<file path="src/rtl/alpha_recursion_seq_if.sv">
// trellis_if: static trellis description consumed by alpha_recursion_seq.
//   next_states[s][u] : state reached from state s on input bit u
//   outputs[s][u]     : output-symbol index (selects a gamma lane) for that branch
// Both tables must stay constant while a frame is in progress.
interface trellis_if #(
  parameter int STATES          = 4,
  parameter int BITS_PER_SYMBOL = 2
);
  localparam int SW = $clog2(STATES);

  logic [SW-1:0]              next_states [STATES][2];
  logic [BITS_PER_SYMBOL-1:0] outputs     [STATES][2];

  modport sink   (input  next_states, input  outputs);
  modport source (output next_states, output outputs);
endinterface

</file>
<file path="src/rtl/alpha_recursion_seq.sv">
// alpha_recursion_seq: forward (alpha) max-log recursion over a trellis.
// A frame emits frame_len+1 alpha vectors: the initial vector (index 0),
// then one vector per accepted gamma beat, with one cycle of latency.
//
// Ports
//   clk, reset            : single clock, synchronous active-high reset
//   trellis               : trellis_if.sink, next-state and output-symbol tables
//   start, frame_len      : begin a frame of frame_len steps (IDLE only)
//   in_valid/in_ready     : gamma handshake, gamma = OUTPUT_SYMBOLS branch metrics
//   out_valid/out_ready   : alpha handshake, alpha_out = STATES metrics
//   out_index, out_last   : beat number and last-beat flag
//   busy                  : FSM not in IDLE
//
// Optional build macro ALPHA_NORM_EN: each new alpha vector is shifted so its
// maximum is 0 (NEG entries untouched) before being registered.
//
// state | meaning
// IDLE  | waiting for a valid start
// INIT  | presenting the initial alpha vector (index 0)
// RUN   | accepting gamma beats, one alpha vector per beat
// DRAIN | last vector presented, waiting for it to be taken
module alpha_recursion_seq #(
  parameter int BITS            = 16,
  parameter int STATES          = 4,
  parameter int BITS_PER_SYMBOL = 2,
  parameter int MAX_SYMBOLS     = 1024,
  localparam int OUTPUT_SYMBOLS = 2 ** BITS_PER_SYMBOL,
  localparam int LEN_W          = $clog2(MAX_SYMBOLS + 1)
) (
  input  logic                                 clk,
  input  logic                                 reset,
  trellis_if.sink                              trellis,
  input  logic                                 start,
  input  logic [LEN_W-1:0]                     frame_len,
  input  logic                                 in_valid,
  output logic                                 in_ready,
  input  logic [OUTPUT_SYMBOLS-1:0][BITS-1:0]  gamma,
  output logic                                 out_valid,
  input  logic                                 out_ready,
  output logic [STATES-1:0][BITS-1:0]          alpha_out,
  output logic [LEN_W-1:0]                     out_index,
  output logic                                 out_last,
  output logic                                 busy
);
  localparam int SW = $clog2(STATES);
  localparam logic signed [BITS-1:0] NEG  = {1'b1, {(BITS-1){1'b0}}};
  localparam logic signed [BITS-1:0] MAXV = {1'b0, {(BITS-1){1'b1}}};

  typedef enum logic [1:0] {IDLE, INIT, RUN, DRAIN} state_t;

  state_t                      state, state_d;
  logic [LEN_W-1:0]            len_q;
  logic [STATES-1:0][BITS-1:0] alpha_q, alpha_init, alpha_nxt;
  logic signed [BITS-1:0]      alpha_raw [STATES];
  logic signed [BITS-1:0]      cand, row_max;
  logic                        found;
  logic                        start_ok, last_step, accept;

  // Overflow shows up as disagreement between the two top bits of the
  // one-bit-wider result; the top bit then gives the direction.
  function automatic logic signed [BITS-1:0] sat_add(input logic signed [BITS-1:0] a,
                                                    input logic signed [BITS-1:0] b);
    logic [BITS:0] s;
    s = {a[BITS-1], a} + {b[BITS-1], b};
    if (s[BITS] != s[BITS-1]) return s[BITS] ? NEG : MAXV;
    return s[BITS-1:0];
  endfunction

  function automatic logic signed [BITS-1:0] sat_sub(input logic signed [BITS-1:0] a,
                                                    input logic signed [BITS-1:0] b);
    logic [BITS:0] s;
    s = {a[BITS-1], a} - {b[BITS-1], b};
    if (s[BITS] != s[BITS-1]) return s[BITS] ? NEG : MAXV;
    return s[BITS-1:0];
  endfunction

  assign alpha_out = alpha_q;
  assign busy      = (state != IDLE);
  assign start_ok  = start && (frame_len != '0) && (frame_len <= LEN_W'(MAX_SYMBOLS));
  assign last_step = ((out_index + LEN_W'(1)) == len_q);
  assign accept    = in_valid && in_ready;

  always_comb begin
    alpha_init = '0;
    for (int s = 1; s < STATES; s++) alpha_init[s] = NEG;
  end

  // Gather over all branches entering each state. Strict '>' keeps the first
  // maximum found in (s major, u minor) order; a state with no incoming branch
  // stays at NEG.
  always_comb begin
    cand  = NEG;
    found = 1'b0;
    for (int sp = 0; sp < STATES; sp++) begin
      alpha_raw[sp] = NEG;
      found         = 1'b0;
      for (int s = 0; s < STATES; s++) begin
        for (int u = 0; u < 2; u++) begin
          if (trellis.next_states[s][u] == SW'(sp)) begin
            cand = sat_add($signed(alpha_q[s]), $signed(gamma[trellis.outputs[s][u]]));
            if (!found || (cand > alpha_raw[sp])) begin
              alpha_raw[sp] = cand;
              found         = 1'b1;
            end
          end
        end
      end
    end
  end

  always_comb begin
    row_max   = NEG;
    alpha_nxt = '0;
`ifdef ALPHA_NORM_EN
    for (int sp = 0; sp < STATES; sp++)
      if (alpha_raw[sp] > row_max) row_max = alpha_raw[sp];
    for (int sp = 0; sp < STATES; sp++)
      alpha_nxt[sp] = (alpha_raw[sp] == NEG) ? NEG : sat_sub(alpha_raw[sp], row_max);
`else
    for (int sp = 0; sp < STATES; sp++) alpha_nxt[sp] = alpha_raw[sp];
`endif
  end

  always_ff @(posedge clk) begin
    if (reset) state <= IDLE;
    else       state <= state_d;
  end

  // out_valid is always high in INIT and DRAIN, so out_ready alone marks
  // acceptance of the presented beat there.
  always_comb begin
    state_d  = state;
    in_ready = 1'b0;
    case (state)
      IDLE:  if (start_ok) state_d = INIT;
      INIT:  if (out_ready) state_d = RUN;
      RUN: begin
        in_ready = !out_valid || out_ready;
        if (in_valid && in_ready && last_step) state_d = DRAIN;
      end
      DRAIN: if (out_ready) state_d = IDLE;
      default: state_d = IDLE;
    endcase
  end

  always_ff @(posedge clk) begin
    if (reset) begin
      alpha_q   <= '0;
      out_valid <= 1'b0;
      out_index <= '0;
      out_last  <= 1'b0;
      len_q     <= '0;
    end else begin
      case (state)
        IDLE: if (start_ok) begin
          alpha_q   <= alpha_init;
          out_valid <= 1'b1;
          out_index <= '0;
          out_last  <= 1'b0;
          len_q     <= frame_len;
        end
        INIT: if (out_ready) out_valid <= 1'b0;
        RUN: begin
          if (accept) begin
            alpha_q   <= alpha_nxt;
            out_valid <= 1'b1;
            out_index <= out_index + LEN_W'(1);
            out_last  <= last_step;
          end else if (out_ready) begin
            out_valid <= 1'b0;
          end
        end
        DRAIN: if (out_ready) begin
          out_valid <= 1'b0;
          out_last  <= 1'b0;
        end
        default: ;
      endcase
    end
  end
endmodule

</file>
<file path="src/flat_wrapper.sv">
// flat-port wrapper written by rule: the top's interface ports become plain ports
module alpha_recursion_seq_flat 
#(
  parameter int BITS            = 16,
  parameter int STATES          = 4,
  parameter int BITS_PER_SYMBOL = 2,
  parameter int MAX_SYMBOLS     = 1024,
  localparam int OUTPUT_SYMBOLS = 2 ** BITS_PER_SYMBOL,
  localparam int LEN_W          = $clog2(MAX_SYMBOLS + 1)
)
  (clk, reset, start, frame_len, in_valid, in_ready, gamma, out_valid, out_ready, alpha_out, out_index, out_last, busy, trellis_next_states, trellis_outputs);
  trellis_if #(.STATES(STATES), .BITS_PER_SYMBOL(BITS_PER_SYMBOL)) trellis_i ();
  input  logic clk;
  input  logic reset;
  input  logic start;
  input  logic [LEN_W-1:0] frame_len;
  input  logic in_valid;
  output logic in_ready;
  input  logic [OUTPUT_SYMBOLS-1:0][BITS-1:0] gamma;
  output logic out_valid;
  input  logic out_ready;
  output logic [STATES-1:0][BITS-1:0] alpha_out;
  output logic [LEN_W-1:0] out_index;
  output logic out_last;
  output logic busy;
  input wire logic [$bits(trellis_i.next_states)-1:0] trellis_next_states;
  input wire logic [$bits(trellis_i.outputs)-1:0] trellis_outputs;
  assign trellis_i.next_states = {>>{trellis_next_states}};
  assign trellis_i.outputs = {>>{trellis_outputs}};
  alpha_recursion_seq #(.BITS(BITS), .STATES(STATES), .BITS_PER_SYMBOL(BITS_PER_SYMBOL), .MAX_SYMBOLS(MAX_SYMBOLS)) u_core (.clk(clk), .reset(reset), .trellis(trellis_i), .start(start), .frame_len(frame_len), .in_valid(in_valid), .in_ready(in_ready), .gamma(gamma), .out_valid(out_valid), .out_ready(out_ready), .alpha_out(alpha_out), .out_index(out_index), .out_last(out_last), .busy(busy));
endmodule
</file>
<file path="config.mk">
export PLATFORM = sky130hd
export DESIGN_NAME = alpha_recursion_seq_flat
export DESIGN_NICKNAME = d
export VERILOG_FILES = /design/src/rtl/alpha_recursion_seq_if.sv /design/src/rtl/alpha_recursion_seq.sv /design/src/flat_wrapper.sv
export SDC_FILE = /design/constraint.sdc
export NUM_CORES = 2
export LEC_CHECK = 0
export CAP_MARGIN = 20
export CORE_UTILIZATION = 51
export CTS_CLUSTER_SIZE = 28
export DETAILED_ROUTE_END_ITERATION = 10
export DONT_BUFFER_PORTS = 1
export GPL_ROUTABILITY_DRIVEN = 1
export PLACE_DENSITY = 0.69
export RECOVER_POWER = 25
export REMOVE_ABC_BUFFERS = 1
export SETUP_SLACK_MARGIN = 0.1
export SLEW_MARGIN = 10
export SYNTH_ARGS = -nofsm -noshare
export SYNTH_HDL_FRONTEND = slang
export SYNTH_SLANG_ARGS = --single-unit
</file>
<file path="constraint.sdc">
create_clock -name clk -period 22.8 [get_ports clk]
set_input_delay 4.56 -clock clk [delete_from_list [all_inputs] [get_ports clk]]
set_output_delay 4.56 -clock clk [all_outputs]
set_load 0.005 [all_outputs]
</file>
# Yosys cells after proc, flatten, opt, wreduce, memory -nomap -nowiden

Cells that the tools add are included.

Register bits: 90
Input bits: 112

Magnitude comparators: 37
Equality and inequality tests: 41
Multiplexer cells: 264
$add $sub $neg: 9
Reductions and logical operators: 81

Operator list:

| operator                                                   | number |
|---|---|
| 2-to-1 mux 16 bit                                          | 144 |
| > comparator 16 bit                                        | 28 |
| binary-select mux 16 bit (select 2 bit)                    | 8 |
| adder 16 x 16 -> 17 bit                                    | 8 |
| 2-to-1 mux 64 bit                                          | 2 |
| case mux 64 bit (2 select lines)                           | 1 |
| 2-to-1 mux 1 bit                                           | 99 |
| equality test 2 bit, second input constant                 | 18 |
| zero test 1 bit                                            | 29 |
| logical OR 1 bit                                           | 29 |
| less-than comparator 2 x 3 -> 1 bit, second input constant | 8 |
| 2-to-1 mux 11 bit                                          | 2 |
| case mux 11 bit (2 select lines)                           | 1 |
| equality test 2 x 1 -> 1 bit, second input constant        | 9 |
| zero test 2 bit                                            | 9 |
| adder 11 x 1 -> 11 bit, second input constant              | 1 |
| equality test 11 bit                                       | 1 |
| <= comparator 11 bit, second input constant                | 1 |
| nonzero test 11 bit                                        | 1 |
| 2-to-1 mux 2 bit                                           | 4 |
| inequality test 1 bit                                      | 8 |
| case mux 2 bit (4 select lines)                            | 1 |
| AND reduction 4 bit                                        | 2 |
| inequality test 2 x 1 -> 1 bit, second input constant      | 3 |
| other kinds (8)                                            | 15 |

# Longest topological paths before layout

Word-level depth: 38
Gate-level depth with buffers: 98
Gate-level depth less buffers: 84

# Worst setup path after synthesis

Ideal clock, no wire load.

Kind: input-to-reg
From: input port trellis_outputs[12]
To: register u_core.alpha_q, in the netlist u_core.alpha_out[20]
Required time: 22.709 ns
Setup time: 0.091 ns
Data arrival time: 23.897 ns
Stages on the path: 88
Path buffers: 15
Path slack: -1.188 ns
Path through: clkbuf_1 > buf_1 > mux4_2 > ha_1 > clkbuf_1 > a21oi_1 > o21ai_0 > o31ai_1 > o21bai_1 > a21oi_1 > xnor2_1 > ha_1 > clkbuf_1 > clkbuf_1 > nand2b_1 > nand3_1 > ha_1 > a21o_1 > [52 not listed] > a211o_1 > a211oi_1 > xnor2_1 > o21ai_1 > or2_2 > nor2_1 > a221o_1 > ha_1 > nor2b_1 > nor3_1 > o21ai_0 > a211oi_1 > o211ai_1 > a32o_1 > nor3_1 > nand3_1 > or2_2 > a311oi_1

Cells in the longest elaborated chain, start to end: 38

RTL lines:

| item                                                          | RTL line                   | source |
|---|---|---|
| start: declaration                                            | flat_wrapper.sv:27         | `input wire logic [$bits(trellis_i.outputs)-1:0] trellis_outputs;` |
| binary-select mux 16 bit (select 2 bit) *                     | alpha_recursion_seq.sv:100 | `cand = sat_add($signed(alpha_q[s]), $signed(gamma[trellis.outputs[s][u]]));` |
| 2-to-1 mux 16 bit (implied by the code) *                     | alpha_recursion_seq.sv:100 |  |
| adder 16 x 16 -> 17 bit *                                     | alpha_recursion_seq.sv:64  | `s = {a[BITS-1], a} + {b[BITS-1], b};` |
| inequality test 1 bit                                         | alpha_recursion_seq.sv:65  | `if (s[BITS] != s[BITS-1]) return s[BITS] ? NEG : MAXV;` |
| 2-to-1 mux 1 bit                                              | alpha_recursion_seq.sv:65  |  |
| 2-to-1 mux 1 bit                                              | alpha_recursion_seq.sv:99  | `if (trellis.next_states[s][u] == SW'(sp)) begin` |
| 2-to-1 mux 16 bit *                                           | alpha_recursion_seq.sv:66  | `return s[BITS-1:0];` |
| 2-to-1 mux 16 bit *                                           | alpha_recursion_seq.sv:99  |  |
| [22 not listed]                                               | n/a                        |  |
| 2-to-1 mux 16 bit / 2-to-1 mux 1 bit (equally long branches)  | alpha_recursion_seq.sv:101 | `if (!found \|\| (cand > alpha_raw[sp])) begin` |
| 2-to-1 mux 16 bit / 2-to-1 mux 1 bit (equally long branches)  | alpha_recursion_seq.sv:99  |  |
| > comparator 16 bit / zero test 1 bit (equally long branches) | alpha_recursion_seq.sv:101 |  |
| logical OR 1 bit                                              | alpha_recursion_seq.sv:101 |  |
| 2-to-1 mux 16 bit                                             | alpha_recursion_seq.sv:101 |  |
| 2-to-1 mux 16 bit *                                           | alpha_recursion_seq.sv:99  |  |
| 2-to-1 mux 64 bit *                                           | alpha_recursion_seq.sv:164 | `if (accept) begin` |
| case mux 64 bit (2 select lines) *                            | alpha_recursion_seq.sv:154 | `case (state)` |
| end signal: assignment                                        | alpha_recursion_seq.sv:156 | `alpha_q <= alpha_init;` |
| end signal: assignment                                        | alpha_recursion_seq.sv:165 | `alpha_q <= alpha_nxt;` |
| end: declaration                                              | alpha_recursion_seq.sv:53  | `logic [STATES-1:0][BITS-1:0] alpha_q, alpha_init, alpha_nxt;` |

Mark *: on every way between the ends. The rest lies on a longest branch, timed or not. The select of a mux whose other input is x is not followed.
A chain may end at the register's enable or synchronous reset.

# Worst setup path in the final report

From: input port trellis_outputs[12]
To: register u_core.alpha_q, in the netlist u_core.alpha_out[8]

The elaborated chain is that of the path after synthesis.

==> key figures <==
STA
  • Fmax: 44.5 MHz
  • Part of the cycle the worst path needs: 98.5%
  • Finish-stage setup viols: 0
  • Worst-margin pin slew: 1440 ps
  • RSZ-0062 raised after global routing: true
  • Setup TNS: 0 ps
  • Worst-case headroom to the max-slew limit: 3.22%
  • Slew Viols, Final: 0
  • Crit path time final: 22450 ps
  • Hold Fails Final Rpt: 0
  • Clock Skew: 17.9 ps
  • Final WS setup: 346 ps

Die
  • CORE AREA: 62100 um2
  • Initial core utilization: 52.0%
  • I/O Pins: 191
  • Chip height: 253 um
  • Die X: 253 um
  • Die ar.: 64200 um2
  • FP Rows: 91

Yosys
  • Synth async-reset ratio: 0%
  • Primary FF master, synth: dfxtp_1
  • Sequential-to-total area share from yosys stat: 5.59%
  • Yosys synthesis warning count: 0
  • Syn_area_per_cell: 7.61 um2
  • Cells after synthesis: 4238
  • Post-synth cell types: 97
  • Number of flops mapped to enable cells by yosys: 0
  • Yosys reg bits: 90
  • Synth Cell Area: 32200 um2

Clock network
  • H-tree lvl count: 3
  • Clock sink count: 90
  • Root cell of the clock tree: clkbuf_16
  • Clock buffer depth: 2
  • Clock Pin Slew Worst Setup and Hold Paths: 70 ps
  • Total CTS buffers: 9
  • CTS tree: done
  • Clock latency on the worst-skew pair: 390 ps
  • Hold Buf Count CTS: 0

Drt
  • Iteration-0 DRC Markers: 6828
  • Post-route ant nets: 0
  • Drt drc: 0
  • Vias per cell: 7.47
  • Pre-Repair DR Iteration Count: 9
  • Final WL: 188 mm
  • WL/cell: 34.0 um
  • Via count: 41300

Critical path
  • CP Class: in -> reg
  • Crit. End Element: flip-flop
  • Max stage delay cell, worst path: or4_1
  • Largest fanout on the critical path: 25
  • Most Frequent Cell on Critical Path: ha_1
  • Reg-to-reg slack, setup: 4560 ps
  • CP startpoint kind: primary input
  • Critical Path AT: 22750 ps
  • Worst path max stage delay: 520 ps
  • WP data required: 23100 ps

Layout
  • Layout cell share with drive strength beyond 1: 22.4%
  • Seq. cell area: 1800 um2
  • Fin cells: 5533
  • Fin nets: 5397
  • Commonest non-fill, non-tap cells in the layout: 601 x buf_4, 592 x ha_1, 398 x nand2_1
  • Layout area overhead: 19.8%
  • Footprint of the multi-input gates: 30000 um2
  • # fillers: 5736
  • Most common cell after layout, fill and taps aside: buf_4

GRT
  • Gr ovfl total: 0
  • Number of global-route vias before repair: 37200
  • First-pass GRT wire length: 257 mm
  • Overall routing resource usage: 55.6%
  • Initial antenna violation count: 15
  • Largest net degree at the start of global routing: 48

Outcome
  • Outcome: finished, final reports clean

Placed design
  • IO buf count: 0
  • Setup WS pre-CTS: -741 ps
  • Hpwl dp: 146 mm
  • Placer Congestion: 1.16
  • Post-Place Cells: 5459

Job
  • # Max-Cap Violations: 0

Hold path
  • Min-Delay Path Class: reg -> reg
==> cell usage after synthesis, drive strengths merged, types with 26 or more instances <==
master    n  area share (%)
nor2    360             4.2
ha      595              23
buf      26            0.34
nand2b   67             1.3
a31oi    61             1.2
o21a     92             2.1
a211o    26            0.71
o21ai   307             4.8
mux2     43             1.5
and2     48            0.93
nand4    77             1.5
inv     170             2.0
a21o    144             3.4
o211ai   59             1.4
nor2b    41            0.80
a21oi   280             4.4
a221oi   36             1.1
a22oi    55             1.3
o31ai    49             1.1
mux2i    35             1.1
xor2     45             1.2
nand3    94             1.5
nand2   410             4.8
and3     33            0.64
o221ai   35            0.95
clkbuf  165             1.9
dfxtp    90             5.6
or2      41            0.80
xnor2    58             1.6
mux4    128             8.9
a211oi   78             1.9
nor3     91             1.4
o22ai    28            0.54
==> sequential cells by signal, indices dropped and copies added (netlist names) <==
| name | flops |
|---|---|
| u_core.alpha_out | 64 |
| u_core.len_q | 11 |
| u_core.out_index | 11 |
| u_core.out_last | 1 |
| u_core.out_valid | 1 |
| u_core.state | 2 |
==> routing by layer <==
layer  routed length, um  up-vias  GRT usage (%)  share of wire, %
li1                    -    17400              -                 -
met1               66500    19100           68.5                35
met2               69800     3683           74.1                37
met3               34700     1146           28.4                18
met4               16700       15           37.1               8.9
met5                 250        -           1.85              0.13
==> cells by family (layout without fill, tap and decap cells) <==
group / Yosys count / in the layout / share of synthesized area [%]
xor gates and xnor gates: 103 / 103 / 2.80
DFF: 90 / 90 / 5.59
adders and majority gates: 605 / 605 / 23.6
buffers and inverters: 364 / 811 / 4.28
other: 0 / 9 / 0
AOI/OAI and AO/OA: 1503 / 1504 / 31.9
and+or+nand+nor: 1367 / 1368 / 20.2
muxes: 206 / 206 / 11.5
==> what timing repair did <==
item | in CTS | in global routing
cloned | 0 | 2
hold endpoints to repair | 0 | 0
setup endpoints to repair | 55 | 64
setup buffers | 6 | 39
gates resized for setup | 15 | 195
pin swaps | 5 | 49
==> through the flow <==
step	util, %	instance area [um2]	hold slack [ps]
floorplan	-	31500	460
global placement	59.7	37000	480
detailed placement	59.7	37100	484
CTS	60.4	37500	495
global route	62.2	38600	523
finish	62.3	38600	499
==> worst max-delay path: cells and delay by family <==
kind	cells	cell delay (ps)
compound gates	33	7710
simple gates	22	4690
fa+ha+maj	9	2810
buf+inv	7	1450
mux	4	1390
xor+xnor	1	120
==> area by class of cell <==
cell class                 instances  area share (%)
sequential                        90            4.66
antenna                            9          0.0583
clock inverter                     7           0.220
clock buffer                       9           0.583
multi-input combinational       3786            77.6
timing repair buffer             622            12.5
tap                              837            2.71
inverter                         173            1.71
==> worst paths after layout <==
path | cells past startpoint | endpoint | startpoint
min | 2 | u_core.out_valid | u_core.out_valid
max reg2reg | 75 | u_core.alpha_out[8] | u_core.alpha_out[4]
min reg2reg | 2 | u_core.out_valid | u_core.out_valid
max | 76 | u_core.alpha_out[8] | trellis_outputs[12]
Power is left out: the tool's default activity adds up to more than one toggle a clock period on the data nets, which glitch-free logic cannot reach.
